===== config.mk =====
export PLATFORM = sky130hd
export DESIGN_NAME = ddr_rd_track_fifo
export DESIGN_NICKNAME = d
export VERILOG_FILES = /design/src/rtl/ddr_rd_track_fifo.sv
export SDC_FILE = /design/constraint.sdc
export NUM_CORES = 1
export LEC_CHECK = 0
export BUFFER_PORTS_ARGS = -buffer_cell sky130_fd_sc_hd__buf_2
export CAP_MARGIN = 25
export CORE_MARGIN = 3
export CORE_UTILIZATION = 61
export CTS_CLUSTER_SIZE = 16
export DETAILED_ROUTE_END_ITERATION = 10
export GPL_ROUTABILITY_DRIVEN = 0
export PLACE_DENSITY_LB_ADDON = 0.2
export SYNTH_ARGS = -nofsm -noshare
export SYNTH_HDL_FRONTEND = slang
export SYNTH_SLANG_ARGS = --single-unit

===== constraint.sdc =====
create_clock -name i_clk -period 8.5 [get_ports i_clk]
set_input_delay 1.275 -clock i_clk [delete_from_list [all_inputs] [get_ports i_clk]]
set_output_delay 1.275 -clock i_clk [all_outputs]
set_load 0.05 [all_outputs]

===== src/rtl/ddr_rd_track_fifo.sv =====
`default_nettype none
// ============================================================================
// Module      : ddr_rd_track_fifo
// Description : First-word-fall-through FIFO that tracks the tags of
//               outstanding DDR reads, with registered status and sticky
//               overflow/underflow flags.
// Revision    : 1.0 - initial release
// ============================================================================
module ddr_rd_track_fifo #(
    parameter int DATA_W   = 1,
    parameter int ADDR_W   = 8,
    parameter int AFULL_TH = 2**ADDR_W - 4
) (
    input  logic              i_clk,
    input  logic              i_rst_n,
    input  logic              i_push,
    input  logic [DATA_W-1:0] i_push_data,
    input  logic              i_pop,
    output logic [DATA_W-1:0] o_pop_data,
    output logic              o_full,
    output logic              o_afull,
    output logic              o_empty,
    output logic [ADDR_W:0]   o_count,
    output logic              o_ovf,
    output logic              o_udf,
    input  logic              i_clr_err
);

    localparam int              DEPTH   = 2**ADDR_W;
    localparam logic [ADDR_W:0] DEPTH_C = (ADDR_W+1)'(DEPTH);
    localparam logic [ADDR_W:0] AFULL_C = (ADDR_W+1)'(AFULL_TH);
    localparam logic [ADDR_W:0] ONE_C   = (ADDR_W+1)'(1);

    logic [DATA_W-1:0] mem [DEPTH];
    logic [ADDR_W-1:0] wr_ptr;
    logic [ADDR_W-1:0] rd_ptr;
    logic [ADDR_W:0]   count_nxt;
    logic              push_ok;
    logic              pop_ok;
    logic              ovf_set;
    logic              udf_set;

    // A pop while full frees a slot in the same cycle, so the push still lands.
    assign push_ok = i_push && (!o_full || i_pop);
    assign pop_ok  = i_pop && !o_empty;
    assign ovf_set = i_push && o_full && !i_pop;
    assign udf_set = i_pop && o_empty;

    always_comb begin
        count_nxt = o_count;
        case ({push_ok, pop_ok})
            2'b10:   count_nxt = o_count + ONE_C;
            2'b01:   count_nxt = o_count - ONE_C;
            default: count_nxt = o_count;
        endcase
    end

    // Storage is intentionally left unreset; only entries below count are read.
    always_ff @(posedge i_clk) begin
        if (push_ok && i_rst_n) begin
            mem[wr_ptr] <= i_push_data;
        end
    end

    assign o_pop_data = mem[rd_ptr];

    always_ff @(posedge i_clk or negedge i_rst_n) begin
        if (!i_rst_n) begin
            wr_ptr  <= '0;
            rd_ptr  <= '0;
            o_count <= '0;
            o_empty <= 1'b1;
            o_full  <= 1'b0;
            o_afull <= 1'b0;
        end else begin
            if (push_ok) begin
                wr_ptr <= wr_ptr + ADDR_W'(1);
            end
            if (pop_ok) begin
                rd_ptr <= rd_ptr + ADDR_W'(1);
            end
            o_count <= count_nxt;
            o_empty <= (count_nxt == '0);
            o_full  <= (count_nxt == DEPTH_C);
            o_afull <= (count_nxt >= AFULL_C);
        end
    end

    // A new error in the same cycle as a clear keeps the flag set.
    always_ff @(posedge i_clk or negedge i_rst_n) begin
        if (!i_rst_n) begin
            o_ovf <= 1'b0;
            o_udf <= 1'b0;
        end else begin
            if (ovf_set) begin
                o_ovf <= 1'b1;
            end else if (i_clr_err) begin
                o_ovf <= 1'b0;
            end
            if (udf_set) begin
                o_udf <= 1'b1;
            end else if (i_clr_err) begin
                o_udf <= 1'b0;
            end
        end
    end

endmodule
`default_nettype wire

==> results of run 1 <==
## kinds of logic after synthesis
group	after synthesis	synth area share, %
XOR/XNOR	24	1.614
adder cells (fa/ha/maj)	9	0.8646
multiplexers	81	12.30
flip-flops	286	64.79
buffers and inverters	94	3.122
AND/OR/NAND/NOR	424	13.97
AO/OA/AOI/OAI	66	3.343
## cells in the final DEF, fill, tap and decap left out, drive strengths merged, types with 3 or more instances in the layout
master and instances:
nor2 270, edfxtp 256, mux4 63, nand2 53, nand3 40, clkbuf 37, buf 32, dfrtp 29
xnor2 17, a21oi 16, mux2i 16, nor2b 14, inv 13, nand4 12, o21ai 12, clkinv 12
ha 9, a31oi 7, nor3 7, xor2 7, o22ai 7, and2 5, or4 4, and3b 3
a211oi 3, nand2b 3, and3 3, nor3b 3
## state kept, by name, indices dropped and copies added (netlist names)
name,cells
o_empty,1
rd_ptr,8
o_full,1
o_afull,1
o_ovf,1
o_udf,1
mem,256
o_count,9
wr_ptr,8
## worst max path at each step
stage	startpoint	to	slack, ns	cells past startpoint
after global routing	rd_ptr[0]	o_pop_data	2.97	8
after detailed placement	i_pop	o_full	3.50	14
after global placement	i_pop	o_full	3.63	14
after CTS	rd_ptr[0]	o_pop_data	3.23	8
after floorplan	i_pop	o_full	4.06	15
final	rd_ptr[0]	o_pop_data	3.32	8
## power by group through the flow
stage	registers, uW	logic (uW)	clock network, uW
6_report	1780	1350	1210
5_1_grt	1800	1440	1280
4_1_cts	1780	1340	1230
3_5_place_dp	1810	1340	0
3_3_place_gp	1800	1320	0
2_1_floorplan	1760	1010	0
## per-layer routing
metal  routed length, um  GRT usage, %  vias to the layer above
met4                 648         5.993                        0
li1                    -             -                     3555
met5                   0             0                        -
met3                2907         3.612                       49
met2               14390         41.83                      419
met1               11800         38.64                     4018
## synthesized netlist by cell type, types with 2 or more instances
master,n
or2_2,2
nor4_1,2
xor2_1,7
mux2_2,2
nand2b_1,3
o21a_1,2
mux4_2,63
or4_1,3
nor3b_2,2
o21ai_1,3
inv_1,11
and3_1,3
nand3_1,40
o221ai_1,2
o21ai_0,9
buf_1,5
edfxtp_1,256
and2_1,5
a41o_1,2
a21oi_1,16
o211ai_1,2
buf_4,8
nand4_1,12
nor2_1,270
buf_6,2
clkbuf_1,59
ha_1,9
mux2i_1,16
dfrtp_1,29
and3b_1,3
nand2_1,53
a31oi_1,7
xnor2_1,17
nor2b_1,14
nor3_1,7
a211oi_1,3
buf_2,7
o22ai_1,7
## area by class of cell
type                            instances  area (um^2)
Clock buffer                           37        775.7
Clock inverter                         14        122.6
Fill cell                            1417         6489
Inverter                               13        48.80
Multi-Input combinational cell        604         4179
Sequential cell                       286         8446
Tap cell                              270        337.8
Timing Repair Buffer                   32        226.5
## critical path: cells and delay by family, from the launching register on
family | cells | cell delay, ns
compound gates | 4 | 0.80
buf+inv | 2 | 1.04
flops | 1 | 0.73
mux | 1 | 0.60
simple gates | 1 | 0.17
## through the flow
stage | util, % | std cells | total power, uW | area [um^2] | hold WS (ns)
3_3_place_gp | 63.89 | 1201 | 3123 | 13180 | 0.4894
5_1_grt | 68.54 | 1256 | 4523 | 14140 | 0.5215
4_1_cts | 68.54 | 1256 | 4349 | 14140 | 0.5019
3_5_place_dp | 64.18 | 1205 | 3144 | 13240 | 0.4945
2_1_floorplan | - | 984 | 2778 | 13030 | 0.4629
6_report | 68.54 | 1256 | 4342 | 14140 | 0.5270
==> flow_summary.json, run 1 <==
{
  "power_frac_clock_pct": 28.0,
  "place.port_buffers": 20,
  "synth_top_area_share_pct": 59.02,
  "pwr-share-comb_pct": 31.0,
  "ys_seq_area_share_pct": 64.79,
  "crit_type": "reg2out",
  "yosys_warnings": 0,
  "period_share_pct": 60.95,
  "internal-power_uw": 2820,
  "track_usage_pct": 25.97,
  "max_cap_violations": 0,
  "worst_slew_pin_slew_ns": 1.110,
  "power.density_nw_per_um2": 307.1,
  "min_from": "rd_ptr[7]",
  "end_kind": "output pin",
  "setup_tns_ns": 0,
  "reg2reg_depth": 13,
  "cp_data_arrival_time_ns": 3.91,
  "synth-seq-cells": 286,
  "cp-start-kind": "flop",
  "hold_end": "rd_ptr[7]",
  "start_util_pct": 63.15,
  "p_switching_uw": 1522,
  "ys_async_sr_fraction_pct": 10.49,
  "fin_crit_ns": 5.180,
  "antenna_found_initial": 0,
  "status": "finished, final reports clean",
  "timing.fmax_mhz": 193.0,
  "routedWlPerCell_um": 23.68,
  "area_delta_synth_final_pct": 8.531,
  "drt-total-wl_um": 29750,
  "cts-buffers-inserted": 29,
  "drv_slew": 0,
  "setup_viol": 0,
  "regToRegEndpoint": "o_empty",
  "hold_path_depth": 1,
  "die_x_um": 152.1,
  "setup_slack_ns": 3.320,
  "ios": 21,
  "antenna_cells": 0,
  "dieArea_um2": 23140,
  "fin_skew_ns": 0.01248,
  "leakagePower_uw": 0.004442,
  "grt_pass1_wl_um": 46830,
  "drtPass1Iterations": 7,
  "hold_class": "reg2reg",
  "critPathMaxFanout": 45,
  "synth_cell_types": 59,
  "crit_required_ns": 7.22,
  "clkSinkCount": 286,
  "rows": 52,
  "netSwitchingFraction_pct": 35.05,
  "grt_pass1_vias": 7916,
  "post-place-ws_ns": 3.504,
  "synth_area_leader_cell": "edfxtp_1",
  "core_area_um2": 20620,
  "seqPwrFrac_pct": 41.0,
  "cpMaxStageDelayCell": "buf_4",
  "cp_cell_sequence": "buf_4 -> mux4_2 -> and2_1 -> a211oi_1 -> a31oi_1 -> a311oi_1 -> o32ai_1 -> buf_2",
  "max-slew-margin-rel_pct": 25.77,
  "path_clk_slew_ns": 0.07,
  "insertion_delay_ns": 0.55,
  "gr-total-overflow": 0,
  "syn_inst": 984,
  "synth_edf_count": 256,
  "htreeDepth": 1,
  "ir_drop_uv": 230.0,
  "rrSetupSlack_ns": 4.50,
  "clock_path_buffers": 3,
  "root_buffer": "clkbuf_16",
  "avgSynthCellArea_um2": 13.24,
  "nets": 981,
  "cts-resized-gates": 0,
  "rsz0062_at_grt": "no",
  "layout-drive-gt1-share_pct": 15.11,
  "hold_buffers": 0,
  "dr.first_iter.drc_count": 1112,
  "drc_errors": 0,
  "syn_nets": 999,
  "dp_hpwl_um": 17710,
  "synth_flop_cell": "edfxtp_1",
  "grt_max_degree": 157,
  "finalHoldViolCount": 0,
  "critical_path.max_stage_delay_ns": 0.80,
  "ant_nets": 0,
  "fp.dieH_um": 152.1,
  "postCtsSetupBuffers": 0,
  "dr_total_vias": 8041,
  "netlist_top_cells_area": "edfxtp_1 59%, mux4_2 11%, nor2_1 7.8%, dfrtp_1 5.6%, clkbuf_1 1.7%",
  "synthesis.area_um2": 13020,
  "r2r_start": "o_full",
  "via_per_inst": 6.402,
  "cts_tree": "built"
}
No activity file was read; power rests on OpenSTA's default activity.
==> run 2, diff against run 1 <==
==> constraint.sdc (replaced) <==
create_clock -name i_clk -period 5.3 [get_ports i_clk]
set_input_delay 0.795 -clock i_clk [delete_from_list [all_inputs] [get_ports i_clk]]
set_output_delay 0.795 -clock i_clk [all_outputs]
set_load 0.05 [all_outputs]
==> run 2 against run 1 <==
Compared with the run above:
- core utilization rose by 0.65 points
- combinational power up 58%
- non-clock buffer count increased by 7
- via count increased by 1.4%
- global-route usage up 0.12 points
- routed wire length grew 1.1%
- worst setup slack got worse by 2.6 ns
- first-iteration DRC count shrank 16%
- register-to-register slack got worse by 3.2 ns
- hold slack lost 0.14 ns
==> flow_summary.json, run 2 (synthesized netlist as in run 1, its figures left out) <==
{
  "postCtsSetupBuffers": 0,
  "rows": 52,
  "regMostFlops": "mem",
  "cp-start-kind": "flop",
  "place.port_buffers": 20,
  "insertion_delay_ns": 0.54,
  "setup_tns_ns": 0,
  "antenna_found_initial": 0,
  "root_buffer": "clkbuf_16",
  "dr_total_vias": 8157,
  "drt-total-wl_um": 30060,
  "ant_nets": 0,
  "cts-resized-gates": 0,
  "grt_pass1_vias": 8059,
  "n_fill_cell": 1411,
  "cts_tree": "built",
  "ios": 21,
  "biggestRegsByFlops": "mem x256, o_count x9",
  "rsz0062_at_grt": "no",
  "final_util_pct": 69.19,
  "status": "finished, final reports clean",
  "gr-total-overflow": 0,
  "setup_viol": 0,
  "drc_errors": 0,
  "period_share_pct": 85.80,
  "fin_skew_ns": 0.01697,
  "cp_data_arrival_time_ns": 3.75,
  "crit_required_ns": 4.51,
  "via_per_inst": 6.448,
  "largest_reg_flops": 256,
  "grt_max_degree": 114,
  "htreeDepth": 1,
  "nets": 988,
  "crit_type": "reg2out",
  "fp.dieH_um": 152.1,
  "grt_pass1_wl_um": 46790,
  "core_area_um2": 20620,
  "max_cap_violations": 0,
  "drtPass1Iterations": 5,
  "leakagePower_uw": 0.004506,
  "final_common_cell": "nor2_1",
  "final_cell_mix": "270 x nor2_1, 256 x edfxtp_1, 63 x mux4_2",
  "place_area_um2": 13340,
  "track_usage_pct": 26.09,
  "drv_slew": 0,
  "dr.first_iter.drc_count": 935,
  "finalHoldViolCount": 0,
  "timing.fmax_mhz": 219.9,
  "clock_path_buffers": 3,
  "start_util_pct": 63.15,
  "dieArea_um2": 23140,
  "path_clk_slew_ns": 0.06,
  "whs_ns": 0.3891,
  "antenna_cells": 0,
  "hold_buffers": 0,
  "end_kind": "output pin",
  "area_delta_synth_final_pct": 9.558,
  "fin_crit_ns": 4.547,
  "routedWlPerCell_um": 23.76,
  "dp_hpwl_um": 18160,
  "critPathMaxFanout": 18,
  "power.density_nw_per_um2": 492.0,
  "die_x_um": 152.1,
  "cts-buffers-inserted": 29,
  "worst_slew_pin_slew_ns": 1.094,
  "max-slew-margin-rel_pct": 26.90,
  "hold_class": "in2async",
  "stdcell_area_um2": 14270,
  "clkSinkCount": 286,
  "layout-drive-gt1-share_pct": 15.48,
  "ir_drop_uv": 404.2
}
==> run 2: changes by cell type in the layout (fill, tap and decap cells not counted), sizes merged <==
cell and delta:
buf +7, clkbuf -3, clkinv +3, bufinv +1, clkinvlp +1
==> run 2: final cells by class <==
cell class,instances,area [um^2],area share (%)
clock buffer,34,744.5,5.217
tap,270,337.8,2.367
multi-input combinational,604,4179,29.29
timing repair buffer,39,346.6,2.429
clock inverter,19,167.7,1.175
inverter,13,48.80,0.3420
sequential,286,8446,59.18
==> run 2: critical path: stages (launching register included) <==
cell,delay (ns)
dfrtp_2,0.73
clkinv_1,0.87
mux2i_1,0.30
mux2i_1,0.30
a21oi_1,0.13
o2111ai_1,0.25
nand2_1,0.08
o32ai_1,0.21
buf_2,0.35
==> run 2: report_power, final <==
part / internal, uW / total, uW / switching, uW
registers: 2560 / 2920 / 361
clock network: 1150 / 1970 / 823
logic: 867 / 2130 / 1270
==> run 2: worst paths after layout <==
check                          start  slack, ns          to  cells past startpoint
hold / removal               i_rst_n       0.39  o_count[1]                      2
hold reg to reg            rd_ptr[7]       0.50   rd_ptr[7]                      1
min in group i_clk         i_clr_err       0.47       o_ovf                      2
max in group asynchronous    i_rst_n       4.46   rd_ptr[0]                      2
setup reg to reg              o_full       1.33      o_full                     13
setup / recovery           rd_ptr[1]       0.75  o_pop_data                      8
==> run 2: metal layers <==
layer / GRT usage [%] / wire, um / vias up
met5: 0 / 0 / -
met4: 8.134 / 821 / 0
met3: 4.380 / 2776 / 56
met2: 41.17 / 14490 / 395
met1: 38.14 / 11970 / 4136
li1: - / - / 3570
==> run 2: through the flow <==
step	std cells	total power, uW	setup WS, ns
CTS	1264	7035	0.7834
floorplan	984	4456	1.340
detailed placement	1211	5076	0.7958
global route	1265	7303	0.6057
finish	1265	7021	0.7528
global placement	1204	5028	0.8973
==> run 3, diff against run 2 <==
--- a/config.mk
+++ b/config.mk
@@ -12,7 +12,8 @@
 export CTS_CLUSTER_SIZE = 16
 export DETAILED_ROUTE_END_ITERATION = 10
 export GPL_ROUTABILITY_DRIVEN = 0
-export PLACE_DENSITY_LB_ADDON = 0.2
+export PLACE_DENSITY = 0.78
+export REMOVE_ABC_BUFFERS = 1
 export SYNTH_ARGS = -nofsm -noshare
 export SYNTH_HDL_FRONTEND = slang
 export SYNTH_SLANG_ARGS = --single-unit
==> run 3 against run 2 <==
Compared with the run above:
- worst setup slack improved by 0.049 ns
- combinational power increased by 7%
- via count increased by 0.78%
- total power increased by 1.5%
- final area increased by 0.44%
- non-clock buffer count increased by 1
- clock skew decreased by 0.0072 ns
- clock power increased by 3%
- count of clock-buffer cells in the layout increased by 5
- routed wire length increased by 1.1%
- critical path depth unchanged
==> flow_summary.json, run 3 (synthesized netlist as in run 1, its figures left out) <==
{
  "status": "finished, final reports clean",
  "drv_slew": 0,
  "die_x_um": 152.1,
  "cts_tree": "built",
  "area_delta_synth_final_pct": 10.04,
  "layoutNonFillerInstCount": 1267,
  "internal-power_uw": 4652,
  "setup_viol": 0,
  "core_area_um2": 20620,
  "cp-start-kind": "flop",
  "final_cell_mix": "270 x nor2_1, 256 x edfxtp_1, 63 x mux4_2",
  "route.met3.wl_um": 3155,
  "drt-met1-wl_um": 11530,
  "path_clk_slew_ns": 0.06,
  "timing.fmax_mhz": 222.3,
  "cp-startpoint": "rd_ptr[2]",
  "root_buffer": "clkbuf_16",
  "seqPwrFrac_pct": 39.6,
  "r2r_start": "o_full",
  "period_share_pct": 84.88,
  "fin_skew_ns": 0.009735,
  "netSwitchingFraction_pct": 34.71,
  "antenna_cells": 0,
  "antenna_found_initial": 0,
  "final_common_cell": "nor2_1",
  "pwr-share-comb_pct": 31.9,
  "wl_met2_um": 14670,
  "ios": 21,
  "start_util_pct": 63.15,
  "largest_reg_flops": 256,
  "critPathMaxFanout": 21,
  "via_per_inst": 6.489,
  "crit_type": "reg2out",
  "p_switching_uw": 2472,
  "power_frac_clock_pct": 28.5,
  "reg2reg_depth": 13,
  "ir_drop_uv": 425.5,
  "regMostFlops": "mem",
  "crit_end": "o_pop_data",
  "place.port_buffers": 20,
  "cts-buffers-inserted": 29,
  "rrSetupSlack_ns": 1.39,
  "worst_slew_pin_slew_ns": 1.071,
  "highest_layer": "met4",
  "drt-total-wl_um": 30390,
  "track_usage_pct": 26.30,
  "fin_crit_ns": 4.499,
  "n_fill_cell": 1357,
  "cp_data_arrival_time_ns": 3.70,
  "biggestRegsByFlops": "mem x256, o_count x9",
  "finalHoldViolCount": 0,
  "max-slew-margin-rel_pct": 28.45,
  "crit_required_ns": 4.51,
  "drtPass1Iterations": 5,
  "rsz0062_at_grt": "no",
  "rows": 52,
  "dp_hpwl_um": 17940,
  "layout-drive-gt1-share_pct": 15.85,
  "nets": 989,
  "place_inst": 1212,
  "clkSinkCount": 286,
  "gr-total-overflow": 0,
  "place_area_um2": 13370,
  "postCtsSetupBuffers": 0,
  "regToRegEndpoint": "o_empty",
  "hold_class": "in2async",
  "fp.dieH_um": 152.1,
  "routedWlPerCell_um": 23.99,
  "max_cap_violations": 0,
  "ant_nets": 0,
  "power.density_nw_per_um2": 497.1,
  "grt_max_degree": 95,
  "dr_total_vias": 8221,
  "cts-resized-gates": 0,
  "dr.first_iter.drc_count": 995,
  "stdcell_area_um2": 14330,
  "clock_path_buffers": 3,
  "grt_pass1_vias": 8285,
  "drc_errors": 0,
  "hold_buffers": 0,
  "htreeDepth": 1,
  "end_kind": "output pin",
  "insertion_delay_ns": 0.55,
  "final_util_pct": 69.49,
  "grt_pass1_wl_um": 47350,
  "dieArea_um2": 23140,
  "leakagePower_uw": 0.004547
}
run 3: routing by layer:
metal	GRT usage (%)	vias to the layer above
met5	0	-
met2	42.15	453
met1	36.67	4101
met4	8.990	0
met3	5.518	97
li1	-	3570
run 3: area by class of cell:
type                            instances  area (um^2)  share of cell area (%)
Multi-Input combinational cell        604         4179                   29.16
Timing Repair Buffer                   40        371.6                   2.593
Clock inverter                         15        147.6                   1.030
Inverter                               13        48.80                  0.3405
Sequential cell                       286         8444                   58.92
Tap cell                              270        337.8                   2.357
Clock buffer                           39        803.3                   5.605
run 3: how the worst min path moves through the flow:
stage | to | slack [ns] | startpoint
global placement | rd_ptr[7] | 0.49 | rd_ptr[7]
CTS | rd_ptr[5] | 0.40 | i_rst_n
global route | rd_ptr[5] | 0.44 | i_rst_n
finish | wr_ptr[6] | 0.41 | i_rst_n
floorplan | rd_ptr[7] | 0.46 | rd_ptr[7]
detailed placement | rd_ptr[7] | 0.49 | rd_ptr[7]
run 3: through the flow:
step | hold slack (ns) | TNS, ns | total power (uW) | setup WS [ns]
6_report | 0.4060 | 0 | 7124 | 0.8014
5_1_grt | 0.4361 | 0 | 7392 | 0.7103
4_1_cts | 0.4004 | 0 | 7106 | 0.8835
3_5_place_dp | 0.4860 | 0 | 5096 | 1.009
3_3_place_gp | 0.4869 | 0 | 5045 | 1.134
2_1_floorplan | 0.4629 | -0.2993 | 4371 | -0.2993
run 3: power by group through the flow:
stage	Clock, uW	Combinational (uW)	Sequential [uW]
5_1_grt	2130	2420	2850
2_1_floorplan	0	1290	3080
6_report	2030	2280	2820
4_1_cts	2040	2260	2810
3_3_place_gp	0	2190	2850
3_5_place_dp	0	2240	2860
run 3: critical path, cell delays in order, from the launching register on:
cell and delay (ns):
dfrtp_1 0.99, buf_4 0.39, mux4_2 0.33, mux2i_1 0.25, o22ai_1 0.12, or4_1 0.40, a21oi_1 0.24, o32ai_1 0.18
buf_2 0.25
